$ cat src/rtl/fmul_half_precision_pkg.sv
// Shared constants and the split-field half-precision type for the FP multiply leaf.
package fmul_pkg;

  localparam int EXP_W   = 5;
  localparam int MAN_W   = 10;
  localparam int BIAS    = 15;
  localparam int EXP_MAX = 31;

  localparam int PROD_W = 2 * (MAN_W + 1);
  // Two extra bits give the biased exponent sum room for both sign and carry.
  localparam int ESUM_W = EXP_W + 2;

  typedef struct packed {
    logic             sign;
    logic [EXP_W-1:0] exp;
    logic [MAN_W-1:0] man;
  } half_t;

endpackage

$ cat src/rtl/fmul_half_precision_if.sv
// Operand/result bundle of the half-precision multiplier; master drives operands, slave returns the product.
interface fmul_half_precision_if;

  logic                       in_Valid;
  logic                       in_Sign_1;
  logic [fmul_pkg::EXP_W-1:0] in_Exponent_1;
  logic [fmul_pkg::MAN_W-1:0] in_Mantissa_1;
  logic                       in_Sign_2;
  logic [fmul_pkg::EXP_W-1:0] in_Exponent_2;
  logic [fmul_pkg::MAN_W-1:0] in_Mantissa_2;

  logic                       out_Valid;
  logic                       out_Sign;
  logic [fmul_pkg::EXP_W-1:0] out_Exponent;
  logic [fmul_pkg::MAN_W-1:0] out_Mantissa;
  logic                       Exponent_Overflow;
  logic                       Exponent_Underflow;

  modport master (
    output in_Valid, in_Sign_1, in_Exponent_1, in_Mantissa_1,
           in_Sign_2, in_Exponent_2, in_Mantissa_2,
    input  out_Valid, out_Sign, out_Exponent, out_Mantissa,
           Exponent_Overflow, Exponent_Underflow
  );

  modport slave (
    input  in_Valid, in_Sign_1, in_Exponent_1, in_Mantissa_1,
           in_Sign_2, in_Exponent_2, in_Mantissa_2,
    output out_Valid, out_Sign, out_Exponent, out_Mantissa,
           Exponent_Overflow, Exponent_Underflow
  );

endinterface

$ cat src/rtl/fmul_half_precision_mant_mult.sv
// Combinational 11x11 unsigned significand multiplier (hidden bit included by the caller).
module fmul_mant_mult
  import fmul_pkg::*;
(
  input  logic [MAN_W:0]    a_i,
  input  logic [MAN_W:0]    b_i,
  output logic [PROD_W-1:0] prod_o
);

  assign prod_o = a_i * b_i;

endmodule

$ cat src/rtl/fmul_half_precision.sv
// Two-stage binary16 multiplier: stage 1 forms sign/exponent sum/significand product,
// stage 2 normalizes, truncates and selects zero, infinity or underflow results.
module fmul_half_precision
  import fmul_pkg::*;
(
  input  logic                  clk,
  input  logic                  rst,
  fmul_half_precision_if.slave  bus
);

  localparam logic signed [ESUM_W-1:0] E_MAX_S = ESUM_W'(EXP_MAX);
  localparam logic signed [ESUM_W-1:0] E_ONE_S = ESUM_W'(1);

  // Stage 1 combinational terms.
  logic                     sign_d;
  logic                     zero_d;
  logic signed [ESUM_W-1:0] esum_d;
  logic [PROD_W-1:0]        prod_d;

  logic                     s1_valid_q;
  logic                     s1_sign_q;
  logic                     s1_zero_q;
  logic signed [ESUM_W-1:0] s1_esum_q;
  logic [PROD_W-1:0]        s1_prod_q;

  assign sign_d = bus.in_Sign_1 ^ bus.in_Sign_2;
  // Subnormal inputs are flushed: any zero exponent field forces a signed zero result.
  assign zero_d = (bus.in_Exponent_1 == '0) | (bus.in_Exponent_2 == '0);
  assign esum_d = $signed({2'b00, bus.in_Exponent_1} + {2'b00, bus.in_Exponent_2}
                          - ESUM_W'(BIAS));

  fmul_mant_mult u_mant_mult (
    .a_i    ({1'b1, bus.in_Mantissa_1}),
    .b_i    ({1'b1, bus.in_Mantissa_2}),
    .prod_o (prod_d)
  );

  // NOTE: sequential state uses non-blocking assignments so every register samples pre-edge values.
  always_ff @(posedge clk or posedge rst) begin
    if (rst) begin
      s1_valid_q <= 1'b0;
      s1_sign_q  <= 1'b0;
      s1_zero_q  <= 1'b0;
      s1_esum_q  <= '0;
      s1_prod_q  <= '0;
    end else begin
      s1_valid_q <= bus.in_Valid;
      if (bus.in_Valid) begin
        s1_sign_q <= sign_d;
        s1_zero_q <= zero_d;
        s1_esum_q <= esum_d;
        s1_prod_q <= prod_d;
      end
    end
  end

  // Stage 2: normalize (product of two [1,2) significands lies in [1,4)) and select.
  logic signed [ESUM_W-1:0] e_norm;
  logic [MAN_W-1:0]         m_norm;
  half_t                    res_d;
  logic                     ovf_d;
  logic                     unf_d;

  assign e_norm = s1_prod_q[PROD_W-1] ? s1_esum_q + E_ONE_S : s1_esum_q;
  assign m_norm = s1_prod_q[PROD_W-1] ? s1_prod_q[PROD_W-2:MAN_W+1]
                                      : s1_prod_q[PROD_W-3:MAN_W];

  // NOTE: every always_comb output gets a default first so no path can infer a latch.
  always_comb begin
    res_d      = '0;
    res_d.sign = s1_sign_q;
    ovf_d      = 1'b0;
    unf_d      = 1'b0;
    if (s1_zero_q) begin
      res_d.exp = '0;
    end else if (e_norm >= E_MAX_S) begin
      res_d.exp = '1;
      ovf_d     = 1'b1;
    end else if (e_norm < E_ONE_S) begin
      unf_d = 1'b1;
    end else begin
      res_d.exp = e_norm[EXP_W-1:0];
      res_d.man = m_norm;
    end
  end

  half_t out_q;
  logic  valid_q;
  logic  ovf_q;
  logic  unf_q;

  // Result fields only move with a valid stage-1 entry, so they hold between results.
  always_ff @(posedge clk or posedge rst) begin
    if (rst) begin
      valid_q <= 1'b0;
      out_q   <= '0;
      ovf_q   <= 1'b0;
      unf_q   <= 1'b0;
    end else begin
      valid_q <= s1_valid_q;
      if (s1_valid_q) begin
        out_q <= res_d;
        ovf_q <= ovf_d;
        unf_q <= unf_d;
      end
    end
  end

  assign bus.out_Valid          = valid_q;
  assign bus.out_Sign           = out_q.sign;
  assign bus.out_Exponent       = out_q.exp;
  assign bus.out_Mantissa       = out_q.man;
  assign bus.Exponent_Overflow  = ovf_q;
  assign bus.Exponent_Underflow = unf_q;

endmodule

$ cat src/flat_wrapper.sv
// flat-port wrapper written by rule: the top's interface ports become plain ports
module fmul_half_precision_flat import fmul_pkg::*;
  (clk, rst, bus_in_Valid, bus_in_Sign_1, bus_in_Exponent_1, bus_in_Mantissa_1, bus_in_Sign_2, bus_in_Exponent_2, bus_in_Mantissa_2, bus_out_Valid, bus_out_Sign, bus_out_Exponent, bus_out_Mantissa, bus_Exponent_Overflow, bus_Exponent_Underflow);
  fmul_half_precision_if bus_i ();
  input  logic clk;
  input  logic rst;
  input wire logic [$bits(bus_i.in_Valid)-1:0] bus_in_Valid;
  input wire logic [$bits(bus_i.in_Sign_1)-1:0] bus_in_Sign_1;
  input wire logic [$bits(bus_i.in_Exponent_1)-1:0] bus_in_Exponent_1;
  input wire logic [$bits(bus_i.in_Mantissa_1)-1:0] bus_in_Mantissa_1;
  input wire logic [$bits(bus_i.in_Sign_2)-1:0] bus_in_Sign_2;
  input wire logic [$bits(bus_i.in_Exponent_2)-1:0] bus_in_Exponent_2;
  input wire logic [$bits(bus_i.in_Mantissa_2)-1:0] bus_in_Mantissa_2;
  output wire logic [$bits(bus_i.out_Valid)-1:0] bus_out_Valid;
  output wire logic [$bits(bus_i.out_Sign)-1:0] bus_out_Sign;
  output wire logic [$bits(bus_i.out_Exponent)-1:0] bus_out_Exponent;
  output wire logic [$bits(bus_i.out_Mantissa)-1:0] bus_out_Mantissa;
  output wire logic [$bits(bus_i.Exponent_Overflow)-1:0] bus_Exponent_Overflow;
  output wire logic [$bits(bus_i.Exponent_Underflow)-1:0] bus_Exponent_Underflow;
  assign bus_i.in_Valid = bus_in_Valid;
  assign bus_i.in_Sign_1 = bus_in_Sign_1;
  assign bus_i.in_Exponent_1 = bus_in_Exponent_1;
  assign bus_i.in_Mantissa_1 = bus_in_Mantissa_1;
  assign bus_i.in_Sign_2 = bus_in_Sign_2;
  assign bus_i.in_Exponent_2 = bus_in_Exponent_2;
  assign bus_i.in_Mantissa_2 = bus_in_Mantissa_2;
  assign bus_out_Valid = bus_i.out_Valid;
  assign bus_out_Sign = bus_i.out_Sign;
  assign bus_out_Exponent = bus_i.out_Exponent;
  assign bus_out_Mantissa = bus_i.out_Mantissa;
  assign bus_Exponent_Overflow = bus_i.Exponent_Overflow;
  assign bus_Exponent_Underflow = bus_i.Exponent_Underflow;
  fmul_half_precision u_core (.clk(clk), .rst(rst), .bus(bus_i));
endmodule
$ cat config.mk
export PLATFORM = sky130hd
export DESIGN_NAME = fmul_half_precision_flat
export DESIGN_NICKNAME = d
export VERILOG_FILES = /design/src/rtl/fmul_half_precision_pkg.sv /design/src/rtl/fmul_half_precision_if.sv /design/src/rtl/fmul_half_precision_mant_mult.sv /design/src/rtl/fmul_half_precision.sv /design/src/flat_wrapper.sv
export SDC_FILE = /design/constraint.sdc
export NUM_CORES = 1
export LEC_CHECK = 0
export CAP_MARGIN = 20
export CORE_ASPECT_RATIO = 1.5
export CORE_MARGIN = 2
export CORE_UTILIZATION = 47
export DETAILED_ROUTE_END_ITERATION = 7
export HOLD_SLACK_MARGIN = 0.15
export MAX_ROUTING_LAYER = met4
export PLACE_DENSITY = 0.69
export SLEW_MARGIN = 15
export SYNTH_ARGS = -nofsm -noshare
export SYNTH_HDL_FRONTEND = slang
export SYNTH_HIERARCHICAL = 1
export SYNTH_SLANG_ARGS = --single-unit
$ cat constraint.sdc
create_clock -name clk -period 1.6 [get_ports clk]
set_input_delay 0.48 -clock clk [delete_from_list [all_inputs] [get_ports clk]]
set_output_delay 0.48 -clock clk [all_outputs]
set_load 0.01 [all_outputs]
==> metrics.log <==
INFO  metric outcome = finished with violations
INFO  metric violated_checks = setup timing
INFO  metric power.sequential.fraction = 9.8%
INFO  metric clock-skew-final = 0.00394 ns
INFO  metric swShare = 44.4%
INFO  metric synthesis.yosys.warnings = 6
INFO  metric clock-root-buffer = sky130_fd_sc_hd__clkbuf_16
INFO  metric ioPinCount = 54
INFO  metric postSynthCellCount = about 680
INFO  metric vias = around 5300
INFO  metric port_buffers = 53
INFO  metric final_net_count = 1020
INFO  metric final.fill_count = slightly below 1000
INFO  metric clk_pin_slew_worst_paths = 0.06 ns
INFO  metric drtPass1Iterations = 4
INFO  metric clock_sinks = 41
INFO  metric p_int = approximately 9400 uW
INFO  metric avgViaCountPerCell = 5.36
INFO  metric power.switching = about 7500 uW
INFO  metric place_congestion = approximately 0.9
INFO  metric final-hold-violation-count = 0
INFO  metric mean_post_synth_cell_area = 9.12 um2
INFO  metric highest_clock_frequency_the_design_can_meet = 203 MHz
INFO  metric drive_above_1_share = a little over a third
INFO  metric clk-insertion-delay-late = about 0.28 ns
INFO  metric setup_tns = -41.21 ns
INFO  metric vdd.ir_drop.worst = 0.00113 V
INFO  metric dpl_worst_slack = -4.13 ns
INFO  metric cp.required = roughly 1.8 ns
INFO  metric critical_path.slowest_cell = sky130_fd_sc_hd__fa_1
INFO  metric syn-cell-area = just over 0.006 mm2
INFO  metric crit_chain = buf_8, and2_4, fa_1, inv_2, fa_1, inv_2, fa_1, fa_1, inv_1, fa_1, inv_2, ha_4, nand2_4, or3_4, or3_4, o221a_1, xnor2_1, mux2_4
INFO  metric finalSetupViolCount = 30
INFO  metric startpoint_type_of_the_worst_setup_path = input port
INFO  metric wl_per_cell = 17.0 um
INFO  metric drt_iter0_drc = 160
INFO  metric cts.hold.buffers_added = 0
INFO  metric detail_route.drc_violations = 0
INFO  metric rsz_0062_raised_after_global_routing = true
INFO  metric clockPowerShare = between 6 and 7%
INFO  metric fp.dieArea = approximately 0.014 mm2
INFO  metric grt_overflow = 0
INFO  metric syn_to_final_growth = 42.3%
INFO  metric worstPathMaxFanout = 3
INFO  metric clock_tree_from_tritoncts = yes
INFO  metric leakage = 0.00428 uW
INFO  metric fp.dieW = ~98 um
INFO  metric detailed_place.area = around 0.008 mm2
INFO  metric std_cell_rows = 51
INFO  metric postRouteAntennaNets = 0
INFO  metric cts_htree_levels = 2
INFO  metric final_period_minus_worst_setup_slack = 4.92 ns
INFO  metric route.final.wire_length = between 15 and 20 mm
INFO  metric initial_antenna_violation_count = 0
INFO  metric final_critical_path_setup_slack = -3.32 ns
INFO  metric final.period_utilization = 308%
INFO  metric max_cap_violations = 0
INFO  metric coreArea = ~0.013 mm2
INFO  metric cts_buffer_depth = 2
INFO  metric gr-usage-all-layers = ~24%
INFO  metric holdCritPathClass = flop to flop
INFO  metric final_area = ~0.0088 mm2
INFO  metric crit_type = input port to flop
INFO  metric numCtsBuffers = 5
INFO  metric diodes_inserted = 0
INFO  metric initial_cell_density_of_the_core = 48.0%
INFO  metric combinational_cell_fraction_of_total_power = a little over four fifths
INFO  metric final_max_slew_viol_count = 0
INFO  metric die_height = 144 um
INFO  metric largest_incremental_delay_on_the_critical_path = 0.55 ns
INFO  metric worst_setup_path_end_kind = flop
INFO  metric vias_in_the_first_global_route = roughly 6000
INFO  metric cp_data_arrival_time = about 5.1 ns
INFO  metric layout.core_utilization = between 60% and 70%
INFO  metric power.density_cell_area = 1920 mW/mm2
INFO  metric detailedPlacementHpwl = about 13 mm
INFO  metric global_route_wire_length_before_repair = about 27 mm
INFO  metric grt_start_max_net_pins = 42
INFO  metric pwr_total = about 17000 uW
INFO  metric crit_top_cell = sky130_fd_sc_hd__fa_1
==> path summary, 6_finish.rpt <==
check	end	from	slack [ns]	depth (start not counted)
max	u_core/s1_prod_q[18]	bus_in_Mantissa_2[7]	-3.32	18
min reg2reg	u_core/bus.out_Exponent[4]	u_core/bus.out_Exponent[4]	0.48	1
max in group asynchronous	u_core/s1_esum_q[0]	rst	0.81	3
max reg2reg	u_core/bus.out_Mantissa[9]	u_core/s1_esum_q[1]	-0.26	6
min	u_core/bus.out_Exponent[4]	u_core/bus.out_Exponent[4]	0.48	1
min in group asynchronous	u_core/bus.out_Mantissa[2]	rst	0.56	3
==> registers in the layout, indices dropped and copies added (netlist names) <==
register	count
u_core/s1_prod_q	12
u_core/bus.out_Mantissa	10
u_core/s1_esum_q	7
u_core/bus.out_Exponent	5
u_core/bus.Exponent_Overflow	1
u_core/bus.Exponent_Underflow	1
u_core/bus.out_Sign	1
u_core/bus.out_Valid	1
u_core/s1_sign_q	1
u_core/s1_valid_q	1
u_core/s1_zero_q	1
==> through the flow <==
step / cells / hold WS, ns
2_1_floorplan: 681 / 0.421
3_3_place_gp: 964 / 0.469
3_5_place_dp: 964 / 0.472
4_1_cts: 989 / 0.484
5_1_grt: 993 / 0.501
6_report: 993 / 0.478
==> routing by layer <==
layer	global-route usage, %	vias up	wire, um
li1	-	2471	-
met1	24.5	2640	6130
met2	47.5	136	9380
met3	1.50	72	385
met4	12.0	0	938
met5	-	-	0
==> power by group through the flow <==
stage | Combinational (uW) | Sequential, uW | Clock, uW
3_5_place_dp | 11400 | 1620 | 0
3_3_place_gp | 11100 | 1600 | 0
4_1_cts | 13400 | 1610 | 1170
2_1_floorplan | 7330 | 1620 | 0
5_1_grt | 15400 | 1680 | 1220
6_report | 14100 | 1650 | 1160
==> cell usage in the layout (no fill, tap or decap), types with 4 or more instances in the layout <==
master and count:
sky130_fd_sc_hd__dlygate4sd2_1 24, sky130_fd_sc_hd__inv_1 104, sky130_fd_sc_hd__clkdlybuf4s50_1 6, sky130_fd_sc_hd__xnor2_2 6, sky130_fd_sc_hd__dfrtp_1 39, sky130_fd_sc_hd__nand2_1 72
sky130_fd_sc_hd__buf_6 30, sky130_fd_sc_hd__o2bb2ai_2 10, sky130_fd_sc_hd__or3_4 4, sky130_fd_sc_hd__xor2_1 5, sky130_fd_sc_hd__mux2i_1 13, sky130_fd_sc_hd__a21oi_2 5
sky130_fd_sc_hd__clkbuf_16 5, sky130_fd_sc_hd__buf_4 105, sky130_fd_sc_hd__inv_2 17, sky130_fd_sc_hd__nand2_2 4, sky130_fd_sc_hd__and2_1 51, sky130_fd_sc_hd__o21ai_1 5
sky130_fd_sc_hd__mux2_4 10, sky130_fd_sc_hd__nand2_4 7, sky130_fd_sc_hd__buf_8 6, sky130_fd_sc_hd__fa_2 6, sky130_fd_sc_hd__a21o_1 5, sky130_fd_sc_hd__fa_1 75
sky130_fd_sc_hd__nor3_1 7, sky130_fd_sc_hd__a21oi_1 18, sky130_fd_sc_hd__nor2_1 14, sky130_fd_sc_hd__conb_1 4, sky130_fd_sc_hd__xnor2_1 8, sky130_fd_sc_hd__and2_4 7
sky130_fd_sc_hd__nand3_1 5, sky130_fd_sc_hd__ha_1 48, sky130_fd_sc_hd__mux2_2 7, sky130_fd_sc_hd__ha_4 22
==> worst max-delay path: cells and delay by family <==
kind	cells	cell delay [ns]
fa+ha+maj	6	2.83
mux	1	0.25
xor+xnor	1	0.13
simple gates	4	0.89
compound gates	1	0.22
buf+inv	5	0.27
==> layout make-up <==
| type | instances | area, um2 | share of cell area, % |
|---|---|---|---|
| repair buffers | 176 | 1550 | 17.6 |
| well taps | 159 | 199 | 2.26 |
| inverters | 122 | 460 | 5.23 |
| flip-flops and latches | 41 | 1030 | 11.7 |
| clock buffers | 7 | 143 | 1.62 |
| multi-input cells | 487 | 5390 | 61.3 |
| clock inverters | 1 | 30.0 | 0.341 |
==> timing repair <==
item	4_1_cts	5_1_grt
pin swaps	61	63
gates resized for setup	229	61
setup buffers	16	6
cloned	1	0
setup endpoints to repair	51	33
Note: power is estimated with default switching activity, not from simulation.
